$ cat src/rtl/mem_bus_ctrl.sv
// Memory/I-O bus controller: 256x16 RAM, registered reads, sticky bus error, access counter.
// Define MEM_BUS_IO_EN to build the LED/switch registers and the switch synchronizer.
module mem_bus_ctrl (
  input  logic        clk,
  input  logic        reset,
  input  logic [2:0]  mem_cmd,
  input  logic [8:0]  mem_addr,
  input  logic [15:0] write_data,
  input  logic [7:0]  SW,
  output logic [15:0] read_data,
  output logic        rd_valid,
  output logic [7:0]  LEDR,
  output logic        bus_err,
  output logic [15:0] access_cnt
);

  localparam int         RAM_WORDS = 256;
  localparam logic [8:0] LED_ADDR  = 9'h100;
  localparam logic [8:0] SW_ADDR   = 9'h140;

  localparam logic [2:0] MNONE  = 3'b001;
  localparam logic [2:0] MREAD  = 3'b010;
  localparam logic [2:0] MWRITE = 3'b100;

  typedef enum logic {
    S_IDLE,
    S_RDATA
  } state_t;

  state_t state, state_next;

  logic [15:0] mem [RAM_WORDS];

  logic        cmd_read, cmd_write, cmd_illegal;
  logic        ram_sel, led_sel, sw_sel;
  logic        access_err;
  logic [15:0] rd_mux;
  logic [7:0]  sw_sync;

  // Command and address decode
  always_comb begin
    cmd_read    = (mem_cmd == MREAD);
    cmd_write   = (mem_cmd == MWRITE);
    cmd_illegal = !(cmd_read || cmd_write || (mem_cmd == MNONE));
    ram_sel     = !mem_addr[8];
`ifdef MEM_BUS_IO_EN
    led_sel     = (mem_addr == LED_ADDR);
    sw_sel      = (mem_addr == SW_ADDR);
`else
    led_sel     = 1'b0;
    sw_sel      = 1'b0;
`endif
    // LED is write-only and SW is read-only; the opposite direction is an error.
    access_err  = (cmd_read  && !(ram_sel || sw_sel)) ||
                  (cmd_write && !(ram_sel || led_sel));
  end

  // NOTE: every always_comb output gets a default first so no path leaves it unassigned (no latch).
  always_comb begin
    rd_mux = 16'h0000;
    if (ram_sel)
      rd_mux = mem[mem_addr[7:0]];
    else if (sw_sel)
      rd_mux = {8'h00, sw_sync};
  end

  // NOTE: RAM contents carry no reset so the array maps onto a plain block RAM; reset only gates the write.
  always_ff @(posedge clk) begin
    if (!reset && cmd_write && ram_sel)
      mem[mem_addr[7:0]] <= write_data;
  end

`ifdef MEM_BUS_IO_EN
  logic [7:0] sw_meta;
  logic [7:0] led_q;

  always_ff @(posedge clk) begin
    if (reset) begin
      sw_meta <= 8'h00;
      sw_sync <= 8'h00;
      led_q   <= 8'h00;
    end else begin
      sw_meta <= SW;
      sw_sync <= sw_meta;
      if (cmd_write && led_sel)
        led_q <= write_data[7:0];
    end
  end

  assign LEDR = led_q;
`else
  logic unused_sw;

  assign unused_sw = ^SW;
  assign sw_sync   = 8'h00;
  assign LEDR      = 8'h00;
`endif

  // NOTE: sequential state uses non-blocking assignments so all flops update together at the edge.
  always_ff @(posedge clk) begin
    if (reset) begin
      state      <= S_IDLE;
      read_data  <= 16'h0000;
      bus_err    <= 1'b0;
      access_cnt <= 16'h0000;
    end else begin
      state <= state_next;
      if (cmd_read)
        read_data <= rd_mux;
      if (cmd_illegal || access_err)
        bus_err <= 1'b1;
      if (cmd_read || cmd_write)
        access_cnt <= access_cnt + 16'd1;
    end
  end

  // An illegal command carries no read, so it also lands in S_IDLE.
  always_comb begin
    state_next = S_IDLE;
    rd_valid   = 1'b0;
    if (cmd_read)
      state_next = S_RDATA;
    if (state == S_RDATA)
      rd_valid = 1'b1;
  end

endmodule

$ cat config.mk
export PLATFORM = sky130hd
export DESIGN_NAME = mem_bus_ctrl
export DESIGN_NICKNAME = d
export VERILOG_FILES = /design/src/rtl/mem_bus_ctrl.sv
export SDC_FILE = /design/constraint.sdc
export NUM_CORES = 2
export LEC_CHECK = 0
export CAP_MARGIN = 0
export CORE_MARGIN = 2
export CORE_UTILIZATION = 34
export DETAILED_ROUTE_END_ITERATION = 16
export SYNTH_ARGS = -nofsm -noshare
export SYNTH_HDL_FRONTEND = slang
export SYNTH_SLANG_ARGS = --single-unit
$ cat constraint.sdc
create_clock -name clk -period 9.05 [get_ports clk]
set_clock_uncertainty 0.15 [all_clocks]
set_input_delay 0.905 -clock clk [delete_from_list [all_inputs] [get_ports clk]]
set_output_delay 0.905 -clock clk [all_outputs]
set_load 0.02 [all_outputs]
==> results.py <==
metrics = {
    "sta": {
        "maxSlewHeadroom_pct": 16.8,
        "final_hold_viol_count": 0,
        "report.final.slew_viol_count": 0,
        "timing.fmax_mhz": 204,
        "timing.final.crit_period_ns": 4.91,
        "fin_setup_tns_ns": 0,
        "finalSetupViolCount": 0,
        "rsz0062_at_grt": "no",
        "worst-slew-pin-transition_ns": 1.25,
        "crit_share_post_route_pct": 54.3,
    },
    "setup_path": {
        "ff2ff_setup_slack_ns": 5.65,
        "max_stage_delay_ns": 1.06,
        "reg2reg_to": "read_data[14]$_SDFFE_PP0N_",
        "end_kind": "register",
        "arrival_time_of_data_at_the_critical_path_endpoint_ns": 5.33,
        "required_ns": 9.47,
        "worstSetupPathType": "input pin to register",
        "worstPathCellList": "clkdlybuf4s50_1, or4_1, nor3_2, nand2_1, nor2_2",
        "cp_max_fo": 21,
        "critical_path_buf_inv_count": 1,
        "worst_setup_sp_type": "input pin",
        "critPathSlowestCell": "nor2_2",
        "cp_top_family": "simple AND/OR/NAND/NOR gates",
        "worstRegToRegCells": 7,
        "worstReg2RegStart": "mem[150][14]$_DFFE_PP_",
    },
    "floorplan": {
        "ioPinCount": 80,
        "floorplan.initialDensity_pct": 34.2,
        "core_area_um2": 464000,
        "die_x_um": 687,
        "fp.dieH_um": 687,
        "fp-row-count": 250,
        "fp.dieArea_um2": 472000,
    },
    "global_routing": {
        "grt_pass1_wl_um": 585000,
        "largest_net_degree_at_the_start_of_global_routing": 177,
        "number_of_global_route_vias_before_repair": 78400,
        "overflow": 0,
        "grt_util_all_layers_pct": 17.0,
        "antenna_violations_before_repair": 16,
    },
    "layout": {
        "fillCellCount": 41100,
        "flow.area_growth_from_synthesis_pct": 14.3,
        "multi_input_area_um2": 33100,
        "final_nets": 8164,
        "final_cell_count_no_fill": 14700,
        "drive_gt1_share_pct": 20.7,
        "sequential_cell_area_um2": 124000,
    },
    "detailed_routing": {
        "dr_total_vias": 79000,
        "detail_route.first_pass.iterations": 6,
        "drt_drc_violations_left": 0,
        "avgViaCountPerCell": 5.39,
        "drt-total-wl_um": 413000,
        "detail-route-antenna-nets": 0,
        "routed_wire_length_per_instance_um": 28.2,
        "drt_iter0_markers": 9412,
    },
    "yosys": {
        "ys_seq_elements": 4130,
        "synth-seq-area-share_pct": 77.9,
        "synth-xor-area-share_pct": 0.0607,
        "syn-mean-instance-area_um2": 20.5,
        "dominant_combinational_cell_family_by_area_after_synthesis": "multiplexers",
        "yosys.area_share.simple_pct": 2.59,
        "number_of_synthesized_flops_with_an_enable_pin": 4096,
        "synth-warning-count": 0,
        "post_synth_instance_area_um2": 159000,
        "ys.flop_type": "edfxtp_1",
        "ys_async_sr_fraction_pct": 0,
        "synth_compound_gate_area_share_pct": 3.80,
        "postSynthCellCount": 7754,
        "mux_contribution_to_synthesized_area_pct": 14.2,
        "synth_cell_types": 52,
        "adder_cell_area_share_of_the_yosys_netlist_pct": 0.00788,
    },
    "min_path": {
        "whs_path_depth": 1,
        "hold_path_end": "mem[101][11]$_DFFE_PP_",
        "holdCritStartpoint": "write_data[11]",
        "worst_hold_path_type": "input pin to register",
    },
    "cts": {
        "clk-insertion-delay-late_ns": 1.02,
        "tritoncts.num_buffers": 411,
        "cts.reportedPaths.clkPinSlew_ns": 0.06,
        "cts.hold.buffers_added": 0,
        "cts_tree": "yes",
        "ctsRootBufferMaster": "clkbuf_16",
        "post-cts-setup-buffers": 0,
        "h_tree_depth_reported_by_cts": 5,
        "cts.repair.resized": 0,
        "cts_max_path_buffers": 4,
        "cts.sinks": 4130,
    },
    "status": {
        "outcome": "completed",
    },
    "place": {
        "placedCellCount": 13900,
        "place.detailed.hpwl_um": 242000,
        "io_buffers": 63,
        "gp_congestion": 0.821,
    },
    "run": {
        "timing.max_cap.violations": 0,
    },
    "pwr": {
        "power.ir.vdd_worst_mv": 0.177,
        "power_density_nw_per_um2": 217,
        "power.leakage_nw": 57.2,
    },
}
per-stage QoR:
stage | worst slack, ns | utilization [%] | instance area, um2 | hold WS (ns) | total power, mW
finish | 4.14 | 39.1 | 181000 | 0.259 | 39.4
global route | 3.95 | 39.1 | 181000 | 0.227 | 40.5
CTS | 4.19 | 39.1 | 181000 | 0.199 | 39.7
detailed placement | 3.15 | 36.2 | 168000 | 0.327 | 23.2
global placement | 2.61 | 36.2 | 168000 | 0.310 | 23.1
floorplan | 4.95 | - | 159000 | 0.372 | 22.3
synthesized netlist by cell type (63+ instances only):
cell / instances / area share (%)
nor2_1: 299 / 0.71
mux2i_1: 657 / 4.1
o22ai_1: 91 / 0.36
edfxtp_1: 4096 / 77
a21oi_1: 122 / 0.38
nand3_1: 203 / 0.64
buf_2: 164 / 0.52
o21ai_0: 67 / 0.21
nand2_1: 149 / 0.35
a22oi_1: 242 / 1.1
a221oi_1: 97 / 0.54
mux4_2: 683 / 9.7
a31oi_1: 63 / 0.25
clkbuf_1: 223 / 0.53
area by class of cell:
| type | instances | share of cell area [%] |
|---|---|---|
| clock buffers | 515 | 5.97 |
| repair buffers | 441 | 2.07 |
| inverters | 8 | 0.0166 |
| multi-input cells | 3133 | 18.2 |
| well taps | 6174 | 4.26 |
| diodes | 7 | 0.00966 |
| flip-flops and latches | 4130 | 68.2 |
| clock inverters | 249 | 1.26 |
worst reg2reg max path: cells and delay by family (launching register included):
kind | cells | cell delay (ns)
and+or+nand+nor | 4 | 1.73
muxes | 1 | 0.45
DFF | 1 | 0.37
AOI/OAI and AO/OA | 2 | 0.63
state kept, by name (all words and copies together), names as in the netlist:
| signal | cells |
|---|---|
| access_cnt | 16 |
| mem | 4096 |
| read_data | 16 |
| bus_err | 1 |
| state | 1 |
worst max-delay path by stage:
stage                                  to        start  depth (start not counted)
global route         mem[27][1]$_DFFE_PP_        reset                          5
detailed placement   mem[27][0]$_DFFE_PP_        reset                          5
CTS                  mem[27][1]$_DFFE_PP_        reset                          5
finish               mem[27][1]$_DFFE_PP_        reset                          5
global placement    mem[27][12]$_DFFE_PP_        reset                          5
floorplan           mem[102][0]$_DFFE_PP_  mem_addr[1]                         11
cell families (layout without fill, tap and decap cells):
group | Yosys count | in the layout
flip-flops | 4130 | 4130
multiplexers | 1385 | 1385
AND/OR/NAND/NOR | 873 | 873
AO/OA/AOI/OAI | 855 | 855
buffers and inverters | 498 | 1213
XOR/XNOR | 11 | 11
adder cells (fa/ha/maj) | 1 | 1
other | 1 | 15
where the power goes:
part           switching, mW  internal (mW)
Sequential           0.00917           21.0
Clock                   7.19           9.44
Combinational           1.19          0.534
Total                   8.39           31.0
cells in the final DEF, fill, tap and decap left out, drive strengths merged, types with 45 or more instances in the layout:
cell type,Yosys,layout
a221oi,97,97
buf,267,400
nand3,203,203
a31oi,63,63
o21ai,82,82
nor2,299,299
clkinv,1,195
nand4,52,52
clkbuf,223,515
a22oi,242,242
nand2,149,149
mux4,683,683
o22ai,91,91
a21oi,122,122
mux2,45,45
edfxtp,4096,4096
mux2i,657,657
layer usage:
| layer | vias up | GRT usage, % | part of all wire (%) |
|---|---|---|---|
| met1 | 42100 | 22.9 | 40 |
| li1 | 33100 | - | - |
| met4 | 2 | 5.52 | 3.4 |
| met2 | 3196 | 28.3 | 49 |
| met3 | 647 | 2.70 | 7.5 |
| met5 | - | 0 | 0.0031 |
(Power assumes the default switching activity.)
